===== config.mk =====
export PLATFORM = sky130hd
export DESIGN_NAME = pingpong_ctrl_flat
export DESIGN_NICKNAME = d
export VERILOG_FILES = /design/src/rtl/pingpong_ctrl_if.sv /design/src/rtl/pingpong_ctrl.sv /design/src/flat_wrapper.sv
export SDC_FILE = /design/constraint.sdc
export NUM_CORES = 1
export LEC_CHECK = 0
export BUFFER_PORTS_ARGS = -buffer_cell sky130_fd_sc_hd__buf_2
export CAP_MARGIN = 30
export CORE_ASPECT_RATIO = 0.6
export CORE_MARGIN = 2
export CORE_UTILIZATION = 24
export CTS_CLUSTER_SIZE = 10
export DETAILED_ROUTE_END_ITERATION = 12
export PLACE_DENSITY = 0.44
export SLEW_MARGIN = 15
export SYNTH_ARGS = -nofsm -noshare
export SYNTH_HDL_FRONTEND = slang
export SYNTH_SLANG_ARGS = --single-unit

===== constraint.sdc =====
create_clock -name clk -period 1.6 [get_ports clk]
set_input_delay 0.16 -clock clk [delete_from_list [all_inputs] [get_ports clk]]
set_output_delay 0.16 -clock clk [all_outputs]
set_load 0.1 [all_outputs]

===== src/rtl/pingpong_ctrl_if.sv =====
// Signal bundle between the ping-pong controller and its surroundings:
// the upstream handshake, the two external bank FIFOs, the downstream
// stream and the bank indicators. The controller connects to the slave
// modport. The master modport is the view of the logic around it.
interface pingpong_ctrl_if #(
  parameter int DATA_WIDTH = 8
);
  logic                  in_valid;
  logic                  in_ready;
  logic                  wr_en_a;
  logic                  wr_en_b;
  logic                  fifo_a_full;
  logic                  fifo_b_full;
  logic                  fifo_a_empty;
  logic                  fifo_b_empty;
  logic [DATA_WIDTH-1:0] fifo_a_dout;
  logic [DATA_WIDTH-1:0] fifo_b_dout;
  logic                  rd_en_a;
  logic                  rd_en_b;
  logic [DATA_WIDTH-1:0] out_data;
  logic                  out_valid;
  logic                  out_ready;
  logic                  wr_bank;
  logic                  rd_bank;

  modport slave (
    input  in_valid,
    output in_ready,
    output wr_en_a,
    output wr_en_b,
    input  fifo_a_full,
    input  fifo_b_full,
    input  fifo_a_empty,
    input  fifo_b_empty,
    input  fifo_a_dout,
    input  fifo_b_dout,
    output rd_en_a,
    output rd_en_b,
    output out_data,
    output out_valid,
    input  out_ready,
    output wr_bank,
    output rd_bank
  );

  modport master (
    output in_valid,
    input  in_ready,
    input  wr_en_a,
    input  wr_en_b,
    output fifo_a_full,
    output fifo_b_full,
    output fifo_a_empty,
    output fifo_b_empty,
    output fifo_a_dout,
    output fifo_b_dout,
    input  rd_en_a,
    input  rd_en_b,
    input  out_data,
    input  out_valid,
    output out_ready,
    input  wr_bank,
    input  rd_bank
  );
endinterface


===== src/rtl/pingpong_ctrl.sv =====
// Ping-pong controller for two external first-word-fall-through bank FIFOs.
// The write side fills bursts of BURST_LEN words alternately into bank A and
// bank B. A completed burst marks its bank pending, and the read side then
// drains exactly that burst to the downstream stream. A bank with a pending
// burst accepts no writes until the read side has drained it.
module pingpong_ctrl #(
  parameter int DEPTH_SIZE = 4,
  parameter int DATA_WIDTH = 8,
  parameter int BURST_LEN  = 16
) (
  input  logic             clk,
  input  logic             rst_n,
  pingpong_ctrl_if.slave   bus
);

  localparam logic [DEPTH_SIZE:0] CNT_LAST = (DEPTH_SIZE + 1)'(BURST_LEN - 1);
  localparam logic [DEPTH_SIZE:0] CNT_ONE  = (DEPTH_SIZE + 1)'(1);

  typedef enum logic { W_A = 1'b0, W_B = 1'b1 } wstate_t;
  typedef enum logic { R_IDLE = 1'b0, R_ACT = 1'b1 } rstate_t;

  wstate_t               wstate_reg, wstate_next;
  rstate_t               rstate_reg, rstate_next;
  logic [DEPTH_SIZE:0]   wcnt_reg, wcnt_next;
  logic [DEPTH_SIZE:0]   rcnt_reg, rcnt_next;
  logic [1:0]            pending_reg, pending_next;
  logic [1:0]            pend_set, pend_clr;
  logic                  rd_bank_reg, rd_bank_next;

  logic                  wr_bank;
  logic                  wr_full;
  logic                  in_ready_int;
  logic                  wr_fire;
  logic                  wr_last;
  logic                  rd_empty;
  logic                  out_valid_int;
  logic                  rd_fire;
  logic                  rd_last;
  logic [DATA_WIDTH-1:0] mux_data;

  // The write bank is the write FSM state itself.
  assign wr_bank = (wstate_reg == W_B);

  // Write FSM: accept words into the current bank and switch banks on the last word of a burst.
  always_comb begin
    wstate_next  = wstate_reg;
    wcnt_next    = wcnt_reg;
    wr_last      = 1'b0;
    wr_full      = wr_bank ? bus.fifo_b_full : bus.fifo_a_full;
    in_ready_int = ~wr_full & ~pending_reg[wr_bank];
    wr_fire      = bus.in_valid & in_ready_int;
    if (wr_fire) begin
      if (wcnt_reg == CNT_LAST) begin
        wr_last     = 1'b1;
        wcnt_next   = '0;
        wstate_next = (wstate_reg == W_A) ? W_B : W_A;
      end else begin
        wcnt_next = wcnt_reg + CNT_ONE;
      end
    end
  end

  // Per-bank pending flags: a set and a clear can hit different banks on the same edge.
  // The same bank never sees both because writes into a pending bank are blocked.
  generate
    for (genvar gi = 0; gi < 2; gi++) begin : g_pend
      assign pend_set[gi]     = wr_last & (wr_bank == 1'(gi));
      assign pend_clr[gi]     = rd_last & (rd_bank_reg == 1'(gi));
      assign pending_next[gi] = (pending_reg[gi] | pend_set[gi]) & ~pend_clr[gi];
    end
  endgenerate

  // Read FSM: wait for a complete burst in rd_bank, then stream exactly BURST_LEN words out of it.
  always_comb begin
    rstate_next   = rstate_reg;
    rcnt_next     = rcnt_reg;
    rd_bank_next  = rd_bank_reg;
    out_valid_int = 1'b0;
    rd_fire       = 1'b0;
    rd_last       = 1'b0;
    rd_empty      = rd_bank_reg ? bus.fifo_b_empty : bus.fifo_a_empty;
    mux_data      = rd_bank_reg ? bus.fifo_b_dout : bus.fifo_a_dout;
    case (rstate_reg)
      R_IDLE: begin
        // A burst that completes on this edge starts the read at once.
        if (pending_reg[rd_bank_reg] | pend_set[rd_bank_reg]) begin
          rstate_next = R_ACT;
        end
      end
      R_ACT: begin
        out_valid_int = ~rd_empty;
        rd_fire       = out_valid_int & bus.out_ready;
        if (rd_fire) begin
          if (rcnt_reg == CNT_LAST) begin
            rd_last      = 1'b1;
            rcnt_next    = '0;
            rd_bank_next = ~rd_bank_reg;
            rstate_next  = R_IDLE;
          end else begin
            rcnt_next = rcnt_reg + CNT_ONE;
          end
        end
      end
      default: rstate_next = R_IDLE;
    endcase
  end

  // State registers for both sides. Reset discards any partial burst at once.
  always_ff @(posedge clk or negedge rst_n) begin
    if (!rst_n) begin
      wstate_reg  <= W_A;
      rstate_reg  <= R_IDLE;
      wcnt_reg    <= '0;
      rcnt_reg    <= '0;
      pending_reg <= 2'b00;
      rd_bank_reg <= 1'b0;
    end else begin
      wstate_reg  <= wstate_next;
      rstate_reg  <= rstate_next;
      wcnt_reg    <= wcnt_next;
      rcnt_reg    <= rcnt_next;
      pending_reg <= pending_next;
      rd_bank_reg <= rd_bank_next;
    end
  end

  assign bus.in_ready  = in_ready_int;
  assign bus.wr_en_a   = wr_fire & ~wr_bank;
  assign bus.wr_en_b   = wr_fire & wr_bank;
  assign bus.rd_en_a   = rd_fire & ~rd_bank_reg;
  assign bus.rd_en_b   = rd_fire & rd_bank_reg;
  assign bus.out_valid = out_valid_int;
  assign bus.out_data  = mux_data;
  assign bus.wr_bank   = wr_bank;
  assign bus.rd_bank   = rd_bank_reg;

endmodule


===== src/flat_wrapper.sv =====
// flat-port wrapper written by rule: the top's interface ports become plain ports
module pingpong_ctrl_flat 
#(
  parameter int DEPTH_SIZE = 4,
  parameter int DATA_WIDTH = 8,
  parameter int BURST_LEN  = 16
)
  (clk, rst_n, bus_in_valid, bus_in_ready, bus_wr_en_a, bus_wr_en_b, bus_fifo_a_full, bus_fifo_b_full, bus_fifo_a_empty, bus_fifo_b_empty, bus_fifo_a_dout, bus_fifo_b_dout, bus_rd_en_a, bus_rd_en_b, bus_out_data, bus_out_valid, bus_out_ready, bus_wr_bank, bus_rd_bank);
  pingpong_ctrl_if #(.DATA_WIDTH(DATA_WIDTH)) bus_i ();
  input  logic clk;
  input  logic rst_n;
  input wire logic [$bits(bus_i.in_valid)-1:0] bus_in_valid;
  output wire logic [$bits(bus_i.in_ready)-1:0] bus_in_ready;
  output wire logic [$bits(bus_i.wr_en_a)-1:0] bus_wr_en_a;
  output wire logic [$bits(bus_i.wr_en_b)-1:0] bus_wr_en_b;
  input wire logic [$bits(bus_i.fifo_a_full)-1:0] bus_fifo_a_full;
  input wire logic [$bits(bus_i.fifo_b_full)-1:0] bus_fifo_b_full;
  input wire logic [$bits(bus_i.fifo_a_empty)-1:0] bus_fifo_a_empty;
  input wire logic [$bits(bus_i.fifo_b_empty)-1:0] bus_fifo_b_empty;
  input wire logic [$bits(bus_i.fifo_a_dout)-1:0] bus_fifo_a_dout;
  input wire logic [$bits(bus_i.fifo_b_dout)-1:0] bus_fifo_b_dout;
  output wire logic [$bits(bus_i.rd_en_a)-1:0] bus_rd_en_a;
  output wire logic [$bits(bus_i.rd_en_b)-1:0] bus_rd_en_b;
  output wire logic [$bits(bus_i.out_data)-1:0] bus_out_data;
  output wire logic [$bits(bus_i.out_valid)-1:0] bus_out_valid;
  input wire logic [$bits(bus_i.out_ready)-1:0] bus_out_ready;
  output wire logic [$bits(bus_i.wr_bank)-1:0] bus_wr_bank;
  output wire logic [$bits(bus_i.rd_bank)-1:0] bus_rd_bank;
  assign bus_i.in_valid = bus_in_valid;
  assign bus_in_ready = bus_i.in_ready;
  assign bus_wr_en_a = bus_i.wr_en_a;
  assign bus_wr_en_b = bus_i.wr_en_b;
  assign bus_i.fifo_a_full = bus_fifo_a_full;
  assign bus_i.fifo_b_full = bus_fifo_b_full;
  assign bus_i.fifo_a_empty = bus_fifo_a_empty;
  assign bus_i.fifo_b_empty = bus_fifo_b_empty;
  assign bus_i.fifo_a_dout = bus_fifo_a_dout;
  assign bus_i.fifo_b_dout = bus_fifo_b_dout;
  assign bus_rd_en_a = bus_i.rd_en_a;
  assign bus_rd_en_b = bus_i.rd_en_b;
  assign bus_out_data = bus_i.out_data;
  assign bus_out_valid = bus_i.out_valid;
  assign bus_i.out_ready = bus_out_ready;
  assign bus_wr_bank = bus_i.wr_bank;
  assign bus_rd_bank = bus_i.rd_bank;
  pingpong_ctrl #(.DEPTH_SIZE(DEPTH_SIZE), .DATA_WIDTH(DATA_WIDTH), .BURST_LEN(BURST_LEN)) u_core (.clk(clk), .rst_n(rst_n), .bus(bus_i));
endmodule

=== After elaboration in Yosys (flattened, before gate mapping) ===
Index checks and enable logic that the tools add are counted.

* Add/subtract/negate cells: 2
* Magnitude comparators: 2
* Equality and inequality tests: 2
* Mux-type cells: 23
* Bitwise logic cells: 24
* Reduce and logical (&&, ||, !) cells: 3

{| class="wikitable"
|+ Operator list
! kind !! number
|-
| $mux 1 || 19
|-
| $and 1x1->1 || 13
|-
| $add 5x1->5 const B || 2
|-
| $eq 5x4->1 const B || 2
|-
| $mux 5 || 2
|-
| $mux 8 || 1
|-
| $not 1->1 || 8
|-
| $lt 1x2->1 const B || 2
|-
| $reduce_and 2->1 || 2
|-
| $or 1x1->1 || 3
|-
| $reduce_and 3->1 || 1
|-
| $pmux 1 s2 || 1
|}

* Flip-flop bits (word level): 15
* Input port bits: 24
* Word-level logic and storage cells: 62

=== Depth between registers and ports, before layout ===
Gate-level depths: netlist (run 1).

* Word-level depth: 12
* Mapped depth: 5
* Mapped depth without buffers: 4

=== Worst setup path after synthesis (run 1) ===
No wires, ideal clock.

* Path kind: register to output
* Start: reg u_core.rd_bank_reg, in the netlist u_core.bus.rd_bank
* End: out bus_rd_en_a
* Data arrival time: 2885 ps
* Data required time: 1440 ps
* Path slack: -1445 ps
* Stages on the path, launching flop included: 5
* Cell sequence: dfrtp_1 > buf_2 > mux2i_1 > nand3_1 > nor2_1

* Cells in the longest elaborated chain, start to end: 5

{| class="wikitable"
|+ Ends and longest elaborated chain
! item !! line !! text
|-
| from (decl) || pingpong_ctrl.sv:28 || <nowiki>logic rd_bank_reg, rd_bank_next;</nowiki>
|-
| from (signal assigned) || pingpong_ctrl.sv:123 || <nowiki>rd_bank_reg <= rd_bank_next;</nowiki>
|-
| $mux 1 || pingpong_ctrl.sv:81 || <nowiki>rd_empty = rd_bank_reg ? bus.fifo_b_empty : bus.fifo_a_empty;</nowiki>
|-
| $not 1->1 || pingpong_ctrl.sv:91 || <nowiki>out_valid_int = ~rd_empty;</nowiki>
|-
| $and 1x1->1 || pingpong_ctrl.sv:92 || <nowiki>rd_fire = out_valid_int & bus.out_ready;</nowiki>
|-
| $mux 1 || pingpong_ctrl.sv:83 || <nowiki>case (rstate_reg)</nowiki>
|-
| $and 1x1->1 * || pingpong_ctrl.sv:130 || <nowiki>assign bus.rd_en_a = rd_fire & ~rd_bank_reg;</nowiki>
|-
| to (decl) || flat_wrapper.sv:22 || <nowiki>output wire logic [$bits(bus_i.rd_en_a)-1:0] bus_rd_en_a;</nowiki>
|}

Mark *: on every way between the ends. The rest lies on a longest branch, timed or not.

=== Worst setup path after layout (run 1) ===
* Start: reg u_core.rd_bank_reg, in the netlist u_core.bus.rd_bank
* End: out bus_rd_en_b

* Cells in the longest elaborated chain, start to end: 5

{| class="wikitable"
|+ Ends and longest elaborated chain
! item !! line !! text
|-
| $mux 1 || pingpong_ctrl.sv:81 ||
|-
| $not 1->1 || pingpong_ctrl.sv:91 ||
|-
| $and 1x1->1 || pingpong_ctrl.sv:92 ||
|-
| $mux 1 || pingpong_ctrl.sv:83 ||
|-
| $and 1x1->1 * || pingpong_ctrl.sv:131 || <nowiki>assign bus.rd_en_b = rd_fire & rd_bank_reg;</nowiki>
|-
| to (decl) || flat_wrapper.sv:23 || <nowiki>output wire logic [$bits(bus_i.rd_en_b)-1:0] bus_rd_en_b;</nowiki>
|}

Marks and branches as above.

==> summary.md, run 1 <==
| Metric | Value |
|---|---|
| Status | completed |
| Final net count | 164 |
| Pwr Total | about 2200 uW |
| Xor/xnor cell area share of the yosys netlist | ~2.8% |
| Slew Viols, Final | 0 |
| Worst clock skew | about 0.0015 ns |
| Max Cap Viol | 0 |
| DRT antenna net count | 0 |
| EDFF count, synth | 0 |
| Worst Hold Class | in -> reg |
| Slew HR | 68.0% |
| Via count | between 800 and 900 |
| Register area share after synthesis | a little over 40% |
| Initial Util | about a quarter |
| Largest family of logic cells by synthesized area | simple AND/OR/NAND/NOR gates |
| Cell Area, Placed | 0.00146 mm^2 |
| Worst-path clk slew | ~0.060 ns |
| # rows | 17 |
| Mux contribution to synthesized area | between 15 and 20% |
| Final Setup Violations | 0 |
| First-pass GRT wire length | 3820 um |
| Clk sink count | 15 |
| Mapped Nets | approximately 110 |
| Synth area leader | dfrtp_1 |
| FF+latch count, synth | 15 |
| Tmin final | 1.60 ns |
| Largest net degree at the start of global routing | 16 |
| FF-to-FF setup slack | approximately 0.09 ns |
| Lkg Pwr | 0.000760 uW |
| Critical Path End Type | primary output |
| RSZ-0062 raised after global routing | yes |
| Layout Area Growth over Synthesis | 74.6% |
| Post-Syn Instances | 86 |
| DP HPWL | 2000 um |
| Die area | about 0.0044 mm^2 |
| Die Wd | between 80 and 90 um |
| Adder-Cell Fraction of Synth Area | under 10% |
| Mean cell area of the mapped netlist | 10.8 um^2 |
| Most common cell after layout, fill and taps aside | buf_2 |
| YS warnings | 0 |
| Die H | between 50 and 60 um |
| Io pins | 40 |
| Cell Area, Synth | around 920 um^2 |
| Slowest-stage cell, CP | dfrtp_4 |
| Final instance area | about 0.0016 mm^2 |
| Congestion Overflow GR | 0 |
| Port Buffers | 39 |
| Synth top area share | a little over 40% |
| Worst EP arrival | between 1 and 1.5 ns |
| CTS tree | built |
| Commonest non-fill, non-tap cells in the layout | buf_2, buf_12, dfrtp_1 |
| DR WL/cell | 13.3 um |
| Clk_lat worst skew | 0.25 ns |
| GRT Util Overall | a little under an eighth |
| GP Congestion | between 0.8 and 0.9 |
| Highest clock rate | ~630 MHz |
| Crit-path max FO | 4 |
| Initial antenna violation count | 0 |
| Post-synthesis compound-gate area fraction | 12.7% |
| Post-synth cell types | 39 |
| Ys flop type | dfrtp_1 |
| Clock Path Buffers | 2 |
| Crit-path cells | mux2i_4, nand3_4, nor2_4, buf_12 |
| Slowest cell delay on critical path | between 0.4 and 0.5 ns |
| Vias in the first global route | 770 |
| Synth top area cells | dfrtp_1, mux2_2, mux2_4 |
| CP required | about 1.4 ns |
| CTS Root Buffer Type | clkbuf_8 |
| H-Tree Level Count | 1 |
| Post-synth ARST share | 100% |
| N_diodes | 0 |
| Critical Path Source Type | flip-flop |
| Final hold vios | 0 |
| First drt pass iteration count | 4 |
| Setup_tns | 0 ns |
| Core area | around 0.0037 mm^2 |
| Tcrit/Tclk final | 99.9% |
| Final core utilization | between 40% and 50% |
| Synth Area in Simple Gates | roughly a fifth |
| Vias per cell | around 4.5 |
| Pwr per Cell Area | around 1300 mW/mm^2 |
| Crit Path Category | reg -> out |
| Layout cells sized above 1 | between 50% and 60% |
| Maximum vdd drop | approximately 0.95 mV |
| # DRC | 0 |
| WL final | 2450 um |
| Slew at the pin closest to its max-slew limit | a little under 0.5 ns |
| DRT iter0 DRCs | 27 |
| CTS buffer count | 3 |
## cell usage after synthesis, types with 2 or more instances
cell	n
o21ai_0	3
buf_2	2
ha_1	2
nand3_1	5
o21a_1	2
a21oi_1	2
xnor2_1	3
dfrtp_1	15
nand2_1	3
mux2_2	8
inv_1	5
a31oi_1	2
mux2_4	3
mux2i_1	2
nor2_1	5
## worst paths after layout
kind / from / to / cells after the start
max in group asynchronous: rst_n / u_core.bus.rd_bank$_DFFE_PN0N_ / 2
setup reg to reg: u_core.bus.wr_bank$_DFFE_PN0N_ / u_core.wcnt_reg[0]$_DFFE_PN0N_ / 3
min in group asynchronous: rst_n / u_core.bus.wr_bank$_DFFE_PN0N_ / 2
hold / removal: bus_out_ready / u_core.rcnt_reg[2]$_DFFE_PN0N_ / 3
setup / recovery: u_core.bus.rd_bank$_DFFE_PN0N_ / bus_rd_en_b / 4
hold reg to reg: u_core.rcnt_reg[4]$_DFFE_PN0N_ / u_core.rcnt_reg[4]$_DFFE_PN0N_ / 1
## logic make-up (layout without fill, tap and decap cells)
group | count (synthesis) | after routing
xor gates and xnor gates | 3 | 3
buffers and inverters | 8 | 59
adders and majority gates | 2 | 2
muxes | 13 | 13
DFF | 15 | 15
and+or+nand+nor | 28 | 28
AOI/OAI and AO/OA | 17 | 17
## through the flow
stage	hold WS (ns)	worst slack, ns	std cells
after detailed placement	0.0934	0.106	171
after CTS	0.268	0.00227	180
final	0.287	0.00138	184
after floorplan	-0.136	-0.867	86
after global routing	0.286	-0.0641	184
after global placement	0.0971	0.118	171
## cell type report
class | count | area (um^2)
tap | 47 | 58.8
multi-input combinational | 63 | 589
clock buffer | 3 | 41.3
sequential | 15 | 383
fill | 347 | 2070
inverter | 5 | 18.8
timing repair buffer | 50 | 518
clock inverter | 1 | 5.00
## routing by layer
layer	wire length (um)	GRT usage, %	up-vias
met2	1100	15.7	14
met1	1300	16.7	400
met4	0	2.15	0
met3	52	3.97	0
met5	0	0	-
li1	-	-	421
## worst max-delay path, delay by kind of cell (launching register included)
kind | cells | cell delay, ns
flip-flops | 1 | 0.47
multiplexers | 1 | 0.28
AND/OR/NAND/NOR | 2 | 0.25
buffers and inverters | 1 | 0.18
## repair_timing
item                       CTS  global route
gates resized for setup      5             2
setup endpoints to repair   11            13
hold endpoints to repair    15             0
buffers inserted             4             4
pin swaps                    3             0
hold buffers                 1             0
## power breakdown
part	switching (uW)	leakage [uW]	total (uW)	internal, uW
registers	147	0.000182	655	509
logic	705	0.000553	1200	492
clock network	132	0.0000255	304	172
(Power assumes the default switching activity.)
==> inputs of run 2 (changes only) <==
--- a/config.mk
+++ b/config.mk
@@ -7,12 +7,12 @@
 export LEC_CHECK = 0
 export BUFFER_PORTS_ARGS = -buffer_cell sky130_fd_sc_hd__buf_2
 export CAP_MARGIN = 30
-export CORE_ASPECT_RATIO = 0.6
 export CORE_MARGIN = 2
-export CORE_UTILIZATION = 24
+export CORE_UTILIZATION = 46
 export CTS_CLUSTER_SIZE = 10
 export DETAILED_ROUTE_END_ITERATION = 12
-export PLACE_DENSITY = 0.44
+export PLACE_DENSITY = 0.76
+export SETUP_SLACK_MARGIN = 0.2
 export SLEW_MARGIN = 15
 export SYNTH_ARGS = -nofsm -noshare
 export SYNTH_HDL_FRONTEND = slang
==> summary.md, run 2 (synthesis gave the netlist of run 1 again) <==
| Metric | Value |
|---|---|
| Highest clock rate | 590 MHz (was 626 MHz) |
| Slew at the pin closest to its max-slew limit | 0.484 ns (about the same) |
| Most common cell after layout, fill and taps aside | buf_2 (unchanged) |
| # DRC | 0 (unchanged) |
| Critical Path Source Type | flip-flop (unchanged) |
| Crit path from | u_core.bus.rd_bank$_DFFE_PN0N_ (unchanged) |
| Worst r2r src | u_core.bus.rd_bank$_DFFE_PN0N_ (was u_core.bus.wr_bank$_DFFE_PN0N_) |
| Commonest non-fill, non-tap cells in the layout | buf_2, buf_12, mux2_4, dfrtp_1 (was buf_2, buf_12, dfrtp_1) |
| Die area | 0.00238 mm^2 (was 0.00438 mm^2) |
| Clock Path Buffers | 2 (unchanged) |
| Port Buffers | 39 (unchanged) |
| DP HPWL | 1880 um (was 2000 um) |
| Congestion Overflow GR | 0 (unchanged) |
| Final Setup Violations | 13 (was 0) |
| Initial antenna violation count | 0 (unchanged) |
| CTS Root Buffer Type | clkbuf_4 (was clkbuf_8) |
| Clk_lat worst skew | 0.31 ns (was 0.25 ns) |
| Slew HR | 67.9% (was 68.0%) |
| Final net count | 169 (was 164) |
| Slowest cell delay on critical path | 0.48 ns (was 0.47 ns) |
| DR WL/cell | 22.2 um (was 13.3 um) |
| Max Cap Viol | 0 (unchanged) |
| Tmin final | 1.69 ns (was 1.60 ns) |
| Worst-path clk slew | 0.10 ns (was 0.06 ns) |
| First-pass GRT wire length | 4530 um (was 3820 um) |
| Worst EP arrival | 1.53 ns (was 1.44 ns) |
| RSZ-0062 raised after global routing | yes (unchanged) |
| Final hold vios | 0 (unchanged) |
| H-Tree Level Count | 1 (unchanged) |
| Placed Instances | 151 (was 171) |
| Register area | 385 um^2 (was 383 um^2) |
| Pwr per Cell Area | 1420 mW/mm^2 (was 1340 mW/mm^2) |
| Clk sink count | 15 (unchanged) |
| Hold path cells | 3 (unchanged) |
| CTS buffer count | 3 (unchanged) |
| Worst-case reg-to-reg path depth | 5 (was 3) |
| Layout Area Growth over Synthesis | 86.5% (was 74.6%) |
| Crit-path cells | mux2i_4, nand3_4, nor2_4, buf_12 (unchanged) |
| Fin Hold WS | 0.212 ns (was 0.287 ns) |
| Slew Viols, Final | 0 (unchanged) |
| Initial Util | 48.1% (was 25.1%) |
| Crit-path max FO | 4 (unchanged) |
| Filler Cell Count | 87 (was 347) |
| Vias in the first global route | 961 (was 770) |
| Layout cells sized above 1 | 66.9% (was 57.7%) |
| Die H | 48.8 um (was 52.1 um) |
| Status | finished with violations (was completed) |
| Final instance area | 0.00172 mm^2 (was 0.00161 mm^2) |
| R2R Path End | u_core.bus.rd_bank$_DFFE_PN0N_ (was u_core.wcnt_reg[0]$_DFFE_PN0N_) |
| Io pins | 40 (unchanged) |
| DRT antenna net count | 0 (unchanged) |
| N_diodes | 0 (unchanged) |
| Largest net degree at the start of global routing | 16 (unchanged) |
| Lkg Pwr | 0.000819 uW (was 0.000760 uW) |
| Via count | 996 (was 835) |
| Die Wd | 48.8 um (was 84.1 um) |
| # rows | 16 (was 17) |
| Worst clock skew | 0.00302 ns (was 0.00153 ns) |
| Critical Path End Type | primary output (unchanged) |
| Maximum vdd drop | 1.18 mV (was 0.954 mV) |
| FF-to-FF setup slack | -0.01 ns (was 0.09 ns) |
| Final worst slack | -0.0935 ns (was 0.00138 ns) |
| Core area | 0.00192 mm^2 (was 0.00368 mm^2) |
| Worst Hold Class | in -> reg (unchanged) |
| WL final | 3750 um (was 2450 um) |
| HP Start | bus_out_ready (unchanged) |
| Tcrit/Tclk final | 106% (was 99.9%) |
| CP required | 1.44 ns (about the same) |
| DRT iter0 DRCs | 24 (was 27) |
| GRT Util Overall | 25.5% (was 11.3%) |
| Hold Path Sink | u_core.rcnt_reg[2]$_DFFE_PN0N_ (unchanged) |
| Final Non-Filler Cells | 169 (was 184) |
| Cell Area, Placed | 0.00144 mm^2 (was 0.00146 mm^2) |
| Area occupied by multi-input gates | 694 um^2 (was 589 um^2) |
| First drt pass iteration count | 4 (unchanged) |
| Vias per cell | 5.89 (was 4.54) |
| GP Congestion | 0.760 (was 0.805) |
| Violated checks | negative setup slack |
| Setup_tns | -0.927 ns (was 0 ns) |
| Slowest-stage cell, CP | dfrtp_4 (unchanged) |
| CTS tree | built (unchanged) |
| Crit Path Category | reg -> out (unchanged) |
run 2: cell count changes in the layout (fill, tap and decap cells not counted), sizes merged:
cell	delta
buf	+4
clkbuf	+1
run 2: how the worst max path moves through the flow:
stage,endpoint,slack [ns],cells past startpoint
floorplan,u_core.wcnt_reg[0]$_DFFE_PN0N_,-0.87,3
global placement,u_core.wcnt_reg[0]$_DFFE_PN0N_,0.12,3
detailed placement,u_core.wcnt_reg[0]$_DFFE_PN0N_,0.1,3
CTS,bus_out_data[1],-0.06,3
global route,bus_rd_en_a,-0.15,4
finish,bus_rd_en_b,-0.09,4
run 2: metal layers:
layer | track usage, % | up-vias | share of wire, %
met4 | 13.3 | 0 | 3.6
li1 | - | 431 | -
met2 | 41.6 | 57 | 55
met1 | 31.2 | 495 | 36
met5 | 0 | - | 0
met3 | 6.13 | 13 | 5.8
run 2: per-stage QoR:
| step | worst slack [ns] | utilization [%] | power [uW] |
|---|---|---|---|
| global placement | 0.119 | 74.8 | 1780 |
| detailed placement | 0.0994 | 74.8 | 1820 |
| finish | -0.0935 | 89.7 | 2440 |
| floorplan | -0.867 | - | 1460 |
| CTS | -0.0564 | 83.6 | 2180 |
| global route | -0.147 | 89.7 | 2560 |
run 2: power by group:
part	leakage (uW)	internal [uW]	switching (uW)	total, uW
registers	0.000180	512	202	714
clock network	0.0000177	93.8	152	246
logic	0.000621	638	842	1480
run 2: critical path: cells and delay by family, from the launching register on:
| kind | cells | cell delay, ns |
|---|---|---|
| multiplexers | 1 | 0.29 |
| flip-flops | 1 | 0.48 |
| AND/OR/NAND/NOR | 2 | 0.26 |
| buffers and inverters | 1 | 0.18 |
run 2: final cells by class:
type                    count  area share, %
flip-flops and latches     15           22.4
multi-input cells          63           40.3
clock buffers               3           1.31
inverters                   5           1.09
well taps                  27           1.96
repair buffers             55           32.7
clock inverters             1          0.290
run 2: repair_timing:
item                                    4_1_cts  5_1_grt
setup buffers                                 8        5
hold buffers                                  1        0
endpoints found under the setup margin       21       26
resized for setup                            16       16
hold endpoints to repair                     15        0
pin swaps                                     8        4
==> inputs of run 3 (changes only) <==
--- a/config.mk
+++ b/config.mk
@@ -7,11 +7,13 @@
 export LEC_CHECK = 0
 export BUFFER_PORTS_ARGS = -buffer_cell sky130_fd_sc_hd__buf_2
 export CAP_MARGIN = 30
+export CORE_ASPECT_RATIO = 0.6
 export CORE_MARGIN = 2
-export CORE_UTILIZATION = 46
+export CORE_UTILIZATION = 40
 export CTS_CLUSTER_SIZE = 10
 export DETAILED_ROUTE_END_ITERATION = 12
-export PLACE_DENSITY = 0.76
+export PLACE_DENSITY = 0.67
+export REMOVE_ABC_BUFFERS = 1
 export SETUP_SLACK_MARGIN = 0.2
 export SLEW_MARGIN = 15
 export SYNTH_ARGS = -nofsm -noshare
==> summary.md, run 3 (synthesis gave the netlist of run 1 again) <==
| Metric | Value |
|---|---|
| CTS buffer count | 3 (unchanged) |
| DRT antenna net count | 0 (unchanged) |
| WL final | 3830 um (was 3750 um) |
| Critical Path End Type | primary output (unchanged) |
| Port Buffers | 39 (unchanged) |
| H-Tree Level Count | 1 (unchanged) |
| Worst r2r src | u_core.bus.rd_bank$_DFFE_PN0N_ (unchanged) |
| Clk sink count | 15 (unchanged) |
| Worst EP arrival | 1.55 ns (was 1.53 ns) |
| First-pass GRT wire length | 4600 um (was 4530 um) |
| Via count | 1042 (was 996) |
| CTS Root Buffer Type | clkbuf_8 (was clkbuf_4) |
| R2R Path End | u_core.rcnt_reg[2]$_DFFE_PN0N_ (was u_core.bus.rd_bank$_DFFE_PN0N_) |
| Initial Util | 42.4% (was 48.1%) |
| DR WL/cell | 20.6 um (was 22.2 um) |
| Most common cell after layout, fill and taps aside | buf_2 (unchanged) |
| Clock Path Buffers | 2 (unchanged) |
| Largest net degree at the start of global routing | 16 (unchanged) |
| Initial antenna violation count | 0 (unchanged) |
| Final hold vios | 0 (unchanged) |
| # rows | 13 (was 16) |
| Layout Area Growth over Synthesis | 98.6% (was 86.5%) |
| FF-to-FF setup slack | -0.09 ns (was -0.01 ns) |
| # DRC | 0 (unchanged) |
| Commonest non-fill, non-tap cells in the layout | buf_2, buf_4, buf_12 (was buf_2, buf_12, mux2_4, dfrtp_1) |
| N_diodes | 0 (unchanged) |
| Worst-case reg-to-reg path depth | 9 (was 5) |
| Final instance area | 0.00184 mm^2 (was 0.00172 mm^2) |
| Final net count | 183 (was 169) |
| DP HPWL | 2020 um (was 1880 um) |
| Violated checks | negative setup slack (unchanged) |
| Worst clock skew | 0.00702 ns (was 0.00302 ns) |
| Vias in the first global route | 942 (was 961) |
| GP Congestion | 0.812 (was 0.760) |
| Io pins | 40 (unchanged) |
| Max Cap Viol | 0 (unchanged) |
| Crit-path max FO | 3 (was 4) |
| Slew at the pin closest to its max-slew limit | 0.370 ns (was 0.484 ns) |
| Core area | 0.00218 mm^2 (was 0.00192 mm^2) |
| Maximum vdd drop | 1.28 mV (was 1.18 mV) |
| Cell Area, Placed | 0.00140 mm^2 (was 0.00144 mm^2) |
| Vias per cell | 5.60 (was 5.89) |
| Slew Viols, Final | 0 (unchanged) |
| Final Setup Violations | 12 (was 13) |
| Worst-path clk slew | 0.07 ns (was 0.10 ns) |
| Die H | 41.2 um (was 48.8 um) |
| Final worst slack | -0.111 ns (was -0.0935 ns) |
| Highest clock rate | 584 MHz (was 590 MHz) |
| Crit path from | u_core.bus.rd_bank$_DFFE_PN0N_ (unchanged) |
| Tmin final | 1.71 ns (was 1.69 ns) |
| Layout cells sized above 1 | 68.6% (was 66.9%) |
| RSZ-0062 raised after global routing | yes (unchanged) |
| Filler Cell Count | 104 (was 87) |
| Die Wd | 66.1 um (was 48.8 um) |
| Critical Path Source Type | flip-flop (unchanged) |
| Die area | 0.00272 mm^2 (was 0.00238 mm^2) |
| Congestion Overflow GR | 0 (unchanged) |
| Slew HR | 75.4% (was 67.9%) |
| GRT Util Overall | 24.3% (was 25.5%) |
| DP Worst Slack | 0.0876 ns (was 0.0994 ns) |
| Crit path capture | bus_out_data[5] (was bus_rd_en_b) |
| Lkg Pwr | 0.000883 uW (was 0.000819 uW) |
| CTS tree | built (unchanged) |
| Pwr per Cell Area | 1390 mW/mm^2 (was 1420 mW/mm^2) |
| Crit Path Category | reg -> out (unchanged) |
| Status | finished with violations (unchanged) |
| Setup_tns | -0.588 ns (was -0.927 ns) |
| First drt pass iteration count | 4 (unchanged) |
| Worst Hold Class | in -> reg (unchanged) |
| Tcrit/Tclk final | 107% (was 106%) |
| DRT iter0 DRCs | 47 (was 24) |
| CP required | 1.44 ns (about the same) |
| Clk_lat worst skew | 0.25 ns (was 0.31 ns) |
## run 3: cell types whose count changed in the layout (fill, tap and decap cells not counted), moves of 3 or more
| cell | before | now |
|---|---|---|
| clkbuf_4 | 4 | 1 |
| buf_6 | 7 | 10 |
| buf_4 | 7 | 18 |
| clkbuf_8 | 0 | 3 |
| dfrtp_1 | 11 | 14 |
| mux2_4 | 11 | 8 |
| mux2_2 | 0 | 3 |
## run 3: worst min-delay path by stage
| stage | start | to | cells past startpoint |
|---|---|---|---|
| global placement | rst_n | u_core.wcnt_reg[3]$_DFFE_PN0N_ | 1 |
| global route | bus_out_ready | u_core.rcnt_reg[2]$_DFFE_PN0N_ | 3 |
| CTS | bus_out_ready | u_core.rcnt_reg[2]$_DFFE_PN0N_ | 3 |
| floorplan | rst_n | u_core.bus.rd_bank$_DFFE_PN0N_ | 0 |
| finish | bus_in_valid | u_core.bus.wr_bank$_DFFE_PN0N_ | 3 |
| detailed placement | rst_n | u_core.wcnt_reg[3]$_DFFE_PN0N_ | 1 |
## run 3: final cells by class
cell class,count,area (um^2),area share [%]
timing repair buffer,69,701,38.1
multi-input combinational,63,657,35.8
sequential,15,377,20.5
clock buffer,3,41.3,2.25
tap,30,37.5,2.04
inverter,5,18.8,1.02
clock inverter,1,5.00,0.272
## run 3: repair_timing
action | CTS | global route
hold buffers | 1 | 0
pin swaps | 8 | 10
gates cloned | 0 | 0
gates resized for setup | 19 | 31
endpoints found under the hold margin | 15 | 0
setup buffers | 16 | 9
setup endpoints to repair | 20 | 27
## run 3: metal layers
layer	up-vias	wire length (um)	GRT usage, %
met5	-	0	0
met4	0	108	11.7
met3	14	173	7.69
met2	40	2030	39.6
met1	529	1520	30.3
li1	459	-	-
## run 3: where the power goes
part           switching [uW]  internal (uW)
Combinational             849            699
Clock                     140            173
Sequential                180            503
## run 3: worst max-delay path: stages (launching register included)
cell and delay, ns:
dfrtp_1 0.41, buf_4 0.15, buf_4 0.11, buf_6 0.10, mux2_2 0.35, buf_12 0.17
## run 3: stage by stage
| step | util (%) | total power [uW] | cells | hold slack, ns |
|---|---|---|---|---|
| global route | 84.3 | 2660 | 186 | 0.313 |
| floorplan | - | 1390 | 83 | -0.136 |
| CTS | 75.4 | 2280 | 177 | 0.225 |
| detailed placement | 64.0 | 1790 | 156 | 0.0856 |
| finish | 84.3 | 2540 | 186 | 0.323 |
| global placement | 64.0 | 1740 | 156 | 0.0803 |
